[src/rtl/game_round_ctrl.sv]
// Round controller for the binary mental-math game: draws a non-repeating target
// from the free-running RNG, times the player's answer and keeps score.
module game_round_ctrl #(
    parameter int unsigned ROUNDS     = 10,
    parameter int unsigned TIME_LIMIT = 200,
    parameter int unsigned TW         = 8
) (
    input  logic       clk,
    input  logic       rst,
    input  logic       start,
    input  logic [3:0] rnd_in,
    output logic       rng_en,
    input  logic [3:0] ans_in,
    input  logic       submit,
    output logic [3:0] target,
    output logic [3:0] score,
    output logic [3:0] round_cnt,
    output logic       hit,
    output logic       miss,
    output logic       timeout,
    output logic       busy,
    output logic       game_over
);

    typedef enum logic [2:0] {
        IDLE,
        DRAW,
        ASK,
        RESULT,
        OVER
    } state_t;

    state_t        state;
    logic          start_d;
    logic          submit_d;
    logic          first_round;
    logic [TW-1:0] timer;

    logic start_rise;
    logic submit_rise;

    assign start_rise  = start & ~start_d;
    assign submit_rise = submit & ~submit_d;

    always_ff @(posedge clk) begin
        if (!rst) begin
            state       <= IDLE;
            start_d     <= 1'b0;
            submit_d    <= 1'b0;
            first_round <= 1'b1;
            timer       <= '0;
            rng_en      <= 1'b0;
            target      <= '0;
            score       <= '0;
            round_cnt   <= '0;
            hit         <= 1'b0;
            miss        <= 1'b0;
            timeout     <= 1'b0;
            busy        <= 1'b0;
            game_over   <= 1'b0;
        end else begin
            start_d  <= start;
            submit_d <= submit;
            rng_en   <= 1'b1;
            hit      <= 1'b0;
            miss     <= 1'b0;
            timeout  <= 1'b0;

            case (state)
                IDLE: begin
                    if (start_rise) begin
                        state <= DRAW;
                        busy  <= 1'b1;
                    end
                end

                // A repeat just stalls; the RNG moves on by the next cycle.
                DRAW: begin
                    if (first_round || rnd_in != target) begin
                        target      <= rnd_in;
                        first_round <= 1'b0;
                        timer       <= '0;
                        state       <= ASK;
                    end
                end

                // A submit on the expiry cycle takes precedence over the timeout.
                ASK: begin
                    if (submit_rise) begin
                        if (ans_in == target) begin
                            hit   <= 1'b1;
                            score <= score + 4'd1;
                        end else begin
                            miss <= 1'b1;
                        end
                        state <= RESULT;
                    end else if (timer == TW'(TIME_LIMIT - 1)) begin
                        miss    <= 1'b1;
                        timeout <= 1'b1;
                        state   <= RESULT;
                    end else begin
                        timer <= timer + TW'(1);
                    end
                end

                RESULT: begin
                    round_cnt <= round_cnt + 4'd1;
                    if (round_cnt == 4'(ROUNDS - 1)) begin
                        state     <= OVER;
                        busy      <= 1'b0;
                        game_over <= 1'b1;
                    end else begin
                        state <= DRAW;
                    end
                end

                OVER: begin
                    if (start_rise) begin
                        score       <= '0;
                        round_cnt   <= '0;
                        first_round <= 1'b1;
                        state       <= DRAW;
                        busy        <= 1'b1;
                        game_over   <= 1'b0;
                    end
                end

                default: begin
                    state     <= IDLE;
                    busy      <= 1'b0;
                    game_over <= 1'b0;
                end
            endcase
        end
    end

endmodule

[config.mk]
export PLATFORM = sky130hd
export DESIGN_NAME = game_round_ctrl
export DESIGN_NICKNAME = d
export VERILOG_FILES = /design/src/rtl/game_round_ctrl.sv
export SDC_FILE = /design/constraint.sdc
export NUM_CORES = 1
export LEC_CHECK = 0
export ABC_AREA = 1
export CORE_MARGIN = 4
export CORE_UTILIZATION = 45
export DETAILED_ROUTE_END_ITERATION = 12
export GPL_TIMING_DRIVEN = 1
export PLACE_DENSITY = 0.7
export SKIP_LAST_GASP = 1
export SLEW_MARGIN = 10
export SYNTH_ARGS = -nofsm -noshare
export SYNTH_HDL_FRONTEND = slang
export SYNTH_SLANG_ARGS = --single-unit
export TNS_END_PERCENT = 50
[constraint.sdc]
create_clock -name clk -period 1.51 [get_ports clk]
set_input_delay 0.2265 -clock clk [delete_from_list [all_inputs] [get_ports clk]]
set_output_delay 0.2265 -clock clk [all_outputs]
set_load 0.01 [all_outputs]
==> impl_metrics.tcl <==
set metrics [dict create \
    cp-start-kind "flip-flop" \
    insertion_delay_ns 0.29 \
    cp_top_family "buffers and inverters" \
    wl_per_cell_um 10.83 \
    stdcell_count 332 \
    htreeDepth 2 \
    end_kind "primary output" \
    start_util 0.4671 \
    multi_input_area_um2 953.4 \
    comb_power_share 0.251 \
    drt_iter0_drc 69 \
    yosys-top-cells-count "57 x nand2_1, 32 x dfxtp_1, 30 x inv_1, 30 x nor2_1, 19 x nand3_1" \
    crit_required_ns 1.28 \
    grt_overflow 0 \
    async_flop_share 0 \
    grt_use_met1 0.1940 \
    gr-usage-met3 0.04029 \
    postPlaceCellArea_um2 2145 \
    die_w_um 69.88 \
    status "finished, final reports clean" \
    cts_made_buffers 5 \
    max_cap_violations 0 \
    whs_ns 0.4624 \
    design.die.area_um2 4883 \
    synth_seq_cells 32 \
    power_switching_mw 0.6515 \
    synth_ff_type "dfxtp_1" \
    fmax_ghz 0.6685 \
    syn_inst 239 \
    syn_area_um2 1723 \
    syn_avg_cell_area_um2 7.209 \
    arrival_ns 1.27 \
    hpwl_um 2673 \
    drive_gt1_frac 0.1585 \
    routabilityCongestion 0.8211 \
    cts_tree "built" \
    grt_usage 0.1570 \
    finalSetupViolCount 0 \
    finalWirelength_um 3595 \
    grt_pass1_vias 1420 \
    p_int_mw 1.436 \
    ios 30 \
    tns_ns 0 \
    core_area_um2 3689 \
    synthSimpleGateAreaFrac 0.4001 \
    rsz0062_at_grt "yes" \
    cp.buffers_inverters 1 \
    dr.pass1.iters 4 \
    diodes 0 \
    synth.most_common_cell "nand2_1" \
    grt_util_met2 0.2476 \
    seq_power_share 0.455 \
    critPathMaxFanout 5 \
    grt_first_pass_wirelength_um 6154 \
    viasPerCell 4.738 \
    antenna_found_initial 0 \
    relSlewSlack 0.7896 \
    grt.busiest_layer "met2" \
    synth-xor-area-share 0.04067 \
    hold_viol_final 0 \
    clock_sinks 32 \
    yosysTopAreaCellShare 0.3718 \
    clkPwrFrac 0.294 \
    seq_area_um2 644.4 \
    ys_warn_count 0 \
    drc 0 \
    dp_cells 325 \
    fin_ws_ns 0.01421 \
    synth_edf_count 0 \
    fin_nets 300 \
    cts-root-buf "clkbuf_8" \
    tightest_slew_ns 0.3145 \
    ys_types 29 \
    rows 22 \
    yosys-mux-area-fraction 0 \
    cp_slowest_cell "clkdlybuf4s50_1" \
    hp-class "flip-flop to flip-flop" \
    via_count 1573 \
    slew_violations 0 \
    power.total_mw 2.088 \
    finalCriticalPeriod_ns 1.496 \
    yosysTopAreaCell "dfxtp_1" \
    grt_max_degree 16 \
    die_h_um 69.88 \
    design_area_um2 2238 \
    utilization 0.6069 \
    final_antenna_net_count 0 \
    synth_top_family_by_area "simple AND/OR/NAND/NOR gates" \
    min_period_over_period 0.9906 \
    synth_adder_area_share 0.02905 \
    synth_area_leaders "dfxtp_1 37%, nand2_1 12%, inv_1 6.5%" \
    power_density_nw_per_um2 932.8 \
    power_switching_share 0.3120 \
    worstPathCellList "clkdlybuf4s50_1" \
    syn-num-nets 255 \
    crit_type "flip-flop to primary output" \
    area_growth_syn_to_layout_pct 29.92 \
    synth_compound_area_frac 0.07771 \
    ir_worst_vdd_mv 0.6326 \
    io_buffers 29 \
    cpPeakStageDelay_ns 0.57 \
    yosysSeqAreaShare 0.3718 \
    clkTransAtPathRegs_ns 0.06 \
    ctsLongestPathBuffers 2 \
    final.fill_count 370 \
    pre_cts_ws_ns -0.1069 \
    fin_worst_skew_ns 0.004716 \
    cellLeakagePower_nw 1.006 \
]
[layout by cell type (no fill, tap or decap), types with 2 or more instances in the layout]
cell	n
nand2_1	57
inv_1	30
nor2_1	30
dfxtp_1	29
clkdlybuf4s50_1	28
nand3_1	18
a21oi_1	16
buf_4	11
o21ai_0	7
xor2_1	6
clkbuf_8	5
inv_2	4
nor2_4	4
nand2_4	4
ha_1	4
nand3_2	3
nand4_1	3
dfxtp_2	3
nor2_2	2
xnor2_1	2
nand3_4	2
nand2_2	2
nor3_2	2
nor3b_1	2
[flip-flops by register name, indices dropped and copies added, names as in the netlist]
signal,flops
state,3
timer,8
round_cnt,4
first_round,1
start_d,1
score,4
hit,1
rng_en,1
target,4
submit_d,1
timeout,1
miss,1
game_over,1
busy,1
[power groups by stage]
stage	combinational, mW	sequential [mW]	clock, mW
after global routing	0.586	0.957	0.665
after detailed placement	0.530	0.967	0
after CTS	0.532	0.948	0.628
after global placement	0.522	0.967	0
after floorplan	0.332	0.973	0
final	0.524	0.949	0.614
[final cells by class]
cell class | count | area share
Clock buffer | 6 | 0.03242
Clock inverter | 1 | 0.002236
Inverter | 34 | 0.05701
Multi-Input combinational cell | 171 | 0.4259
Sequential cell | 32 | 0.2879
Tap cell | 48 | 0.02683
Timing Repair Buffer | 40 | 0.1677
[path summary, 6_finish.rpt]
path                            startpoint         to  slack [ns]  cells after the start
worst max register to register    timer[1]   timer[6]        0.11                      9
worst min-delay path                  busy       busy        0.46                      2
worst max-delay path             target[1]  target[1]        0.01                      1
worst min register to register        busy       busy        0.46                      2
[timing repair]
item | 4_1_cts | 5_1_grt
hold buffers | 0 | 0
resized for setup | 1 | 5
setup endpoints to repair | 1 | 15
pin swaps | 0 | 2
gates cloned | 0 | 0
setup buffers | 0 | 0
[logic make-up (layout without fill, tap and decap cells)]
group / after synthesis / after routing
AO/OA/AOI/OAI: 26 / 26
AND/OR/NAND/NOR: 133 / 133
XOR/XNOR: 8 / 8
adder cells (fa/ha/maj): 4 / 4
buffers and inverters: 36 / 81
flip-flops: 32 / 32
[layer usage]
| metal | vias to the layer above | wire length [um] |
|---|---|---|
| met5 | - | 0 |
| met4 | 0 | 89 |
| met3 | 8 | 167 |
| met2 | 29 | 1664 |
| met1 | 690 | 1674 |
| li1 | 846 | - |
Note: power is estimated with default switching activity, not from simulation.
